<file path="src/rtl/protected_register_bank.sv">
// Bank of DEPTH owned registers: claim/read/write/release with a registered response and saturating fault count.
// Optional shared-read support when PROTECTED_REGISTER_BANK_SHARED_READ_EN is defined.
module protected_register_bank #(
   parameter int unsigned WIDTH      = 8,
   parameter int unsigned DEPTH      = 4,
   parameter int unsigned ADDR_WIDTH = 2,
   parameter int unsigned ID_WIDTH   = 4
) (
   input  logic                  clk,
   input  logic                  rst_n,
   input  logic                  req_valid,
   input  logic [1:0]            req_op,
   input  logic [ADDR_WIDTH-1:0] req_addr,
   input  logic [ID_WIDTH-1:0]   req_id,
   input  logic [WIDTH-1:0]      req_wdata,
`ifdef PROTECTED_REGISTER_BANK_SHARED_READ_EN
   input  logic                  req_share,
`endif
   output logic                  resp_valid,
   output logic [WIDTH-1:0]      resp_rdata,
   output logic                  resp_fault,
   output logic [7:0]            fault_count
);

   localparam logic [1:0] OP_READ    = 2'b00;
   localparam logic [1:0] OP_WRITE   = 2'b01;
   localparam logic [1:0] OP_CLAIM   = 2'b10;
   localparam logic [1:0] OP_RELEASE = 2'b11;
   localparam logic [7:0] FAULT_MAX  = 8'hFF;

   typedef enum logic {
      ST_FREE  = 1'b0,
      ST_OWNED = 1'b1
   } entry_state_t;

   entry_state_t          r_state [DEPTH];
   logic [ID_WIDTH-1:0]   r_owner [DEPTH];
   logic [WIDTH-1:0]      r_data  [DEPTH];
   entry_state_t          w_state_nxt [DEPTH];
   logic [ID_WIDTH-1:0]   w_owner_nxt [DEPTH];
   logic [WIDTH-1:0]      w_data_nxt  [DEPTH];
`ifdef PROTECTED_REGISTER_BANK_SHARED_READ_EN
   logic [DEPTH-1:0]      r_shared;
   logic [DEPTH-1:0]      w_shared_nxt;
   logic                  w_sel_shared;
`endif

   logic                  r_resp_valid;
   logic [WIDTH-1:0]      r_resp_rdata;
   logic                  r_resp_fault;
   logic [7:0]            r_fault_count;

   logic [DEPTH-1:0]      w_sel;
   logic                  w_in_range;
   entry_state_t          w_sel_state;
   logic [ID_WIDTH-1:0]   w_sel_owner;
   logic [WIDTH-1:0]      w_sel_data;
   logic                  w_is_owner;
   logic                  w_read_ok;
   logic                  w_do_claim;
   logic                  w_do_release;
   logic                  w_do_write;
   logic                  w_fault;
   logic [WIDTH-1:0]      w_rdata;

   // Next-state for every entry plus the response that will be registered.
   always_comb begin
      w_sel        = '0;
      w_in_range   = 1'b0;
      w_sel_state  = ST_FREE;
      w_sel_owner  = '0;
      w_sel_data   = '0;
      w_is_owner   = 1'b0;
      w_read_ok    = 1'b0;
      w_do_claim   = 1'b0;
      w_do_release = 1'b0;
      w_do_write   = 1'b0;
      w_fault      = 1'b0;
      w_rdata      = '0;
      w_state_nxt  = r_state;
      w_owner_nxt  = r_owner;
      w_data_nxt   = r_data;
`ifdef PROTECTED_REGISTER_BANK_SHARED_READ_EN
      w_sel_shared = 1'b0;
      w_shared_nxt = r_shared;
`endif

      for (int unsigned i = 0; i < DEPTH; i++) begin
         if (req_addr == ADDR_WIDTH'(i)) begin
            w_sel[i]    = 1'b1;
            w_in_range  = 1'b1;
            w_sel_state = r_state[i];
            w_sel_owner = r_owner[i];
            w_sel_data  = r_data[i];
`ifdef PROTECTED_REGISTER_BANK_SHARED_READ_EN
            w_sel_shared = r_shared[i];
`endif
         end
      end

      w_is_owner = (w_sel_state == ST_OWNED) && (w_sel_owner == req_id);
`ifdef PROTECTED_REGISTER_BANK_SHARED_READ_EN
      w_read_ok  = w_is_owner || ((w_sel_state == ST_OWNED) && w_sel_shared);
`else
      w_read_ok  = w_is_owner;
`endif

      if (req_valid) begin
         if (!w_in_range) begin
            w_fault = 1'b1;
         end else begin
            case (req_op)
               OP_READ: begin
                  if (w_read_ok) w_rdata = w_sel_data;
                  else           w_fault = 1'b1;
               end
               OP_WRITE: begin
                  if (w_is_owner) w_do_write = 1'b1;
                  else            w_fault    = 1'b1;
               end
               OP_CLAIM: begin
                  if (w_sel_state == ST_FREE) w_do_claim = 1'b1;
                  else                        w_fault    = 1'b1;
               end
               OP_RELEASE: begin
                  if (w_is_owner) w_do_release = 1'b1;
                  else            w_fault      = 1'b1;
               end
               default: w_fault = 1'b1;
            endcase
         end
      end

      for (int unsigned i = 0; i < DEPTH; i++) begin
         if (w_sel[i]) begin
            if (w_do_claim) begin
               w_state_nxt[i] = ST_OWNED;
               w_owner_nxt[i] = req_id;
               w_data_nxt[i]  = '0;
`ifdef PROTECTED_REGISTER_BANK_SHARED_READ_EN
               w_shared_nxt[i] = req_share;
`endif
            end
            if (w_do_release) begin
               w_state_nxt[i] = ST_FREE;
               w_owner_nxt[i] = '0;
               w_data_nxt[i]  = '0;
`ifdef PROTECTED_REGISTER_BANK_SHARED_READ_EN
               w_shared_nxt[i] = 1'b0;
`endif
            end
            if (w_do_write) w_data_nxt[i] = req_wdata;
         end
      end
   end

   // Entry state and response registers.
   always_ff @(posedge clk or negedge rst_n) begin
      if (!rst_n) begin
         for (int unsigned i = 0; i < DEPTH; i++) begin
            r_state[i] <= ST_FREE;
            r_owner[i] <= '0;
            r_data[i]  <= '0;
         end
`ifdef PROTECTED_REGISTER_BANK_SHARED_READ_EN
         r_shared      <= '0;
`endif
         r_resp_valid  <= 1'b0;
         r_resp_rdata  <= '0;
         r_resp_fault  <= 1'b0;
         r_fault_count <= '0;
      end else begin
         r_state <= w_state_nxt;
         r_owner <= w_owner_nxt;
         r_data  <= w_data_nxt;
`ifdef PROTECTED_REGISTER_BANK_SHARED_READ_EN
         r_shared <= w_shared_nxt;
`endif
         r_resp_valid <= req_valid;
         r_resp_rdata <= w_rdata;
         r_resp_fault <= w_fault;
         if (w_fault && (r_fault_count != FAULT_MAX))
            r_fault_count <= r_fault_count + 8'd1;
      end
   end

   assign resp_valid  = r_resp_valid;
   assign resp_rdata  = r_resp_rdata;
   assign resp_fault  = r_resp_fault;
   assign fault_count = r_fault_count;

endmodule

</file>
<file path="config.mk">
export PLATFORM = sky130hd
export DESIGN_NAME = protected_register_bank
export DESIGN_NICKNAME = d
export VERILOG_FILES = /design/src/rtl/protected_register_bank.sv
export SDC_FILE = /design/constraint.sdc
export NUM_CORES = 1
export LEC_CHECK = 0
export CAP_MARGIN = 25
export CORE_ASPECT_RATIO = 1.75
export CORE_MARGIN = 2
export CORE_UTILIZATION = 40
export DETAILED_ROUTE_END_ITERATION = 7
export SLEW_MARGIN = 15
export SYNTH_ARGS = -nofsm -noshare
export SYNTH_HDL_FRONTEND = slang
export SYNTH_SLANG_ARGS = --single-unit
</file>
<file path="constraint.sdc">
create_clock -name clk -period 2.6 [get_ports clk]
set_input_delay 0.52 -clock clk [delete_from_list [all_inputs] [get_ports clk]]
set_output_delay 0.52 -clock clk [all_outputs]
set_load 0.02 [all_outputs]
</file>
==> metrics.md <==
| Metric | Value |
|---|---|
| Starting Density | 41.35% |
| Leakage | 1.858 nW |
| Share of cells above drive strength 1 | 27.22% |
| Area fraction of the dominant cell type after synthesis | 55.60% |
| Skew final | 0.004523 ns |
| Number of enable flip-flop cells after synthesis | 0 |
| Synth cell count leaders | 70 x dfrtp_1, 24 x a22o_1, 16 x o2bb2ai_1 |
| Peak supply drop | 485.5 uV |
| Max_slew headroom | 65.34% |
| Initial antenna violation count | 0 |
| Max cap viols | 0 |
| Switching Fraction | 26.18% |
| Max-slew violations | 0 |
| Pre-Repair DR Iteration Count | 4 |
| Count leader, synth | dfrtp_1 |
| Die width | 71.09 um |
| Dominant synthesized flop cell | dfrtp_1 |
| Wire per inst | 18.68 um |
| Vias in the first global route | 2535 |
| Placed cell area | 0.003880 mm2 |
| Hold Path Class | input pin to asynchronous set/reset pin |
| First-pass GRT wire length | 12.47 mm |
| DPL Wire Length | 5.478 mm |
| Clk buf depth | 2 |
| Placer congestion estimate | 0.8753 |
| Skew-Pair Late Insertion Delay | 0.33 ns |
| Finished Cell Area | 0.004247 mm2 |
| Syn. warnings | 0 |
| Final #Nets | 331 |
| Register-to-Register Path Depth | 6 |
| Top Family by Delay on Critical Path | simple AND/OR/NAND/NOR gates |
| Total GRT Usage | 19.21% |
| Row count | 42 |
| CTS clk-pin slew, worst paths | 0.06 ns |
| Worst setup EP type | flip-flop |
| Setup Fix Bufs, Post-CTS | 0 |
| Clk sinks | 70 |
| Combinational Power Share | 20.7% |
| Hold-fix buffers at CTS | 0 |
| Int Power | 2.727 mW |
| Total number of vias | 2320 |
| Worst endpoint data arrival time | 2.78 ns |
| Top cells by area, synth | dfrtp_1 56%, mux4_2 7.9%, a22o_1 6.7%, o2bb2ai_1 4.4%, a32o_1 2.5% |
| Sequential fraction of the synthesis area | 55.60% |
| Port bufs | 36 |
| Vias/cell | 5.743 |
| Net Sw Power | 967.5 uW |
| H-tree depth | 3 |
| Post-synthesis cell type count | 41 |
| Die height | 121.4 um |
| Detail Route Antenna Nets | 0 |
| RSZ-0062 raised after global routing | false |
| Post-Syn Nets | 260 |
| # diodes | 0 |
| Starting DRC count in detailed routing | 159 |
| Cell Pwr Density | 870.1 mW/mm2 |
| Fin Setup TNS | 0 ns |
| Crit-path cells | dlygate4sd2_1 > mux4_2 > xor2_1 > a211o_4 > or2_4 > or4b_4 > nor2b_2 |
| Clk root buf | clkbuf_16 |
| DRC | 0 |
| Worst EP required | 2.87 ns |
| CTS tree | done |
| Synthesized instance count | 240 |
| Synthesized flop and latch total | 70 |
| Status | finished clean |
| Setup crit start kind | input pin |
| Final wirelength | 7.546 mm |
| # IOs | 37 |
| Mean Syn Cell Area | 13.13 um2 |
| Final setup fails | 0 |
| Filler instances | 649 |
| Fin crit share | 96.82% |
| Flop-to-flop setup slack | 0.14 ns |
| P&R area growth vs syn | 34.79% |
| Asr flop ratio synth | 100.0% |
| Clock Power Share | 40.9% |
| Largest net degree at the start of global routing | 71 |
| Worst-Margin Slew | 0.5177 ns |
| Core area | 0.007620 mm2 |
| RR Endpoint | resp_rdata[7] |
| Max frequency | 397.3 MHz |
| Netlist Area Pre-Place | 0.003151 mm2 |
| Register share of total power | 38.4% |
| Hold Fails Final Rpt | 0 |
| Reg-to-Reg Start | r_owner[0] |
| Post-synth top area cell | dfrtp_1 |
| Kind of critical path | input pin to flip-flop |
| Critical path fanouts, max | 8 |
| WP buf/inv | 1 |
| Clock buffer count from CTS | 9 |
| CP peak stage delay | 0.61 ns |
| Total grt overflow | 0 |
| Slowest CP cell | or4b_4 |
| Fin crit period | 2.517 ns |
| Die Area | 0.008630 mm2 |
cells by family after synthesis:
group / count (synthesis) / share of synthesized area, %
adder cells (fa/ha/maj): 1 / 0.3971
AND/OR/NAND/NOR: 59 / 10.64
multiplexers: 17 / 9.929
AO/OA/AOI/OAI: 65 / 17.91
XOR/XNOR: 10 / 2.780
buffers and inverters: 18 / 2.740
flip-flops: 70 / 55.60
registers in the layout, summed over array words and instances (netlist names):
| name | cells |
|---|---|
| fault_count | 8 |
| resp_valid | 1 |
| r_state | 4 |
| r_owner | 16 |
| r_data | 32 |
| resp_rdata | 8 |
| resp_fault | 1 |
what timing repair did:
action                     in CTS  in global routing
gates cloned                    0                  0
resized for setup               6                  1
pin swaps                       3                  2
setup endpoints to repair      65                 13
layer usage:
layer | wire length [um] | track usage (%) | up-vias
met5 | 0 | 0 | -
met4 | 289 | 10.73 | 0
met3 | 269 | 5.482 | 24
met2 | 4081 | 33.00 | 66
met1 | 2906 | 20.88 | 1170
li1 | - | - | 1060
cell type report:
type	count	area (um2)	share of cell area, %
sequential	70	1752	41.25
multi-input combinational	152	1315	30.97
timing repair buffer	74	684.4	16.12
clock buffer	9	225.2	5.303
clock inverter	7	145.1	3.418
tap	88	110.1	2.593
inverter	4	15.01	0.3536
cells in the final DEF, fill, tap and decap left out, drive strengths merged, types with 3 or more instances in the layout:
cell type	count
xnor2	4
clkbuf	9
a22o	24
a32o	8
nor2	8
inv	5
nand2	14
nor2b	12
o2bb2ai	16
xor2	6
buf	40
mux2	4
bufinv	4
a21oi	3
nand3	8
a31oi	4
o31ai	3
clkdlybuf4s50	33
dfrtp	70
nand4	4
mux4	11
worst max path at each step:
stage,startpoint,cells after the start,endpoint,slack [ns]
after floorplan,req_addr[0],7,resp_rdata[0],0.03
after global routing,req_addr[0],8,r_data[9],0.01
after detailed placement,req_addr[0],8,resp_rdata[7],-0.73
after CTS,req_addr[1],7,resp_rdata[7],0.04
final,req_addr[1],7,resp_rdata[7],0.08
after global placement,req_addr[0],7,resp_rdata[2],-0.67
stage by stage:
stage | hold slack [ns] | cells | setup slack, ns | util (%) | power [mW]
floorplan | 0.2244 | 240 | 0.03019 | - | 1.843
global placement | 0.4731 | 388 | -0.6726 | 50.92 | 2.189
detailed placement | 0.4782 | 388 | -0.7261 | 50.92 | 2.201
CTS | 0.2155 | 404 | 0.04133 | 55.70 | 3.731
global route | 0.2372 | 404 | 0.009729 | 55.73 | 3.849
finish | 0.1959 | 404 | 0.08274 | 55.73 | 3.695
power by group through the flow:
stage               Combinational, mW  Sequential (mW)  Clock [mW]
floorplan                       0.393             1.45           0
global placement                0.758             1.43           0
detailed placement              0.769             1.43           0
CTS                             0.773             1.42        1.54
global route                    0.837             1.44        1.57
finish                          0.765             1.42        1.51
(Power assumes the default switching activity.)
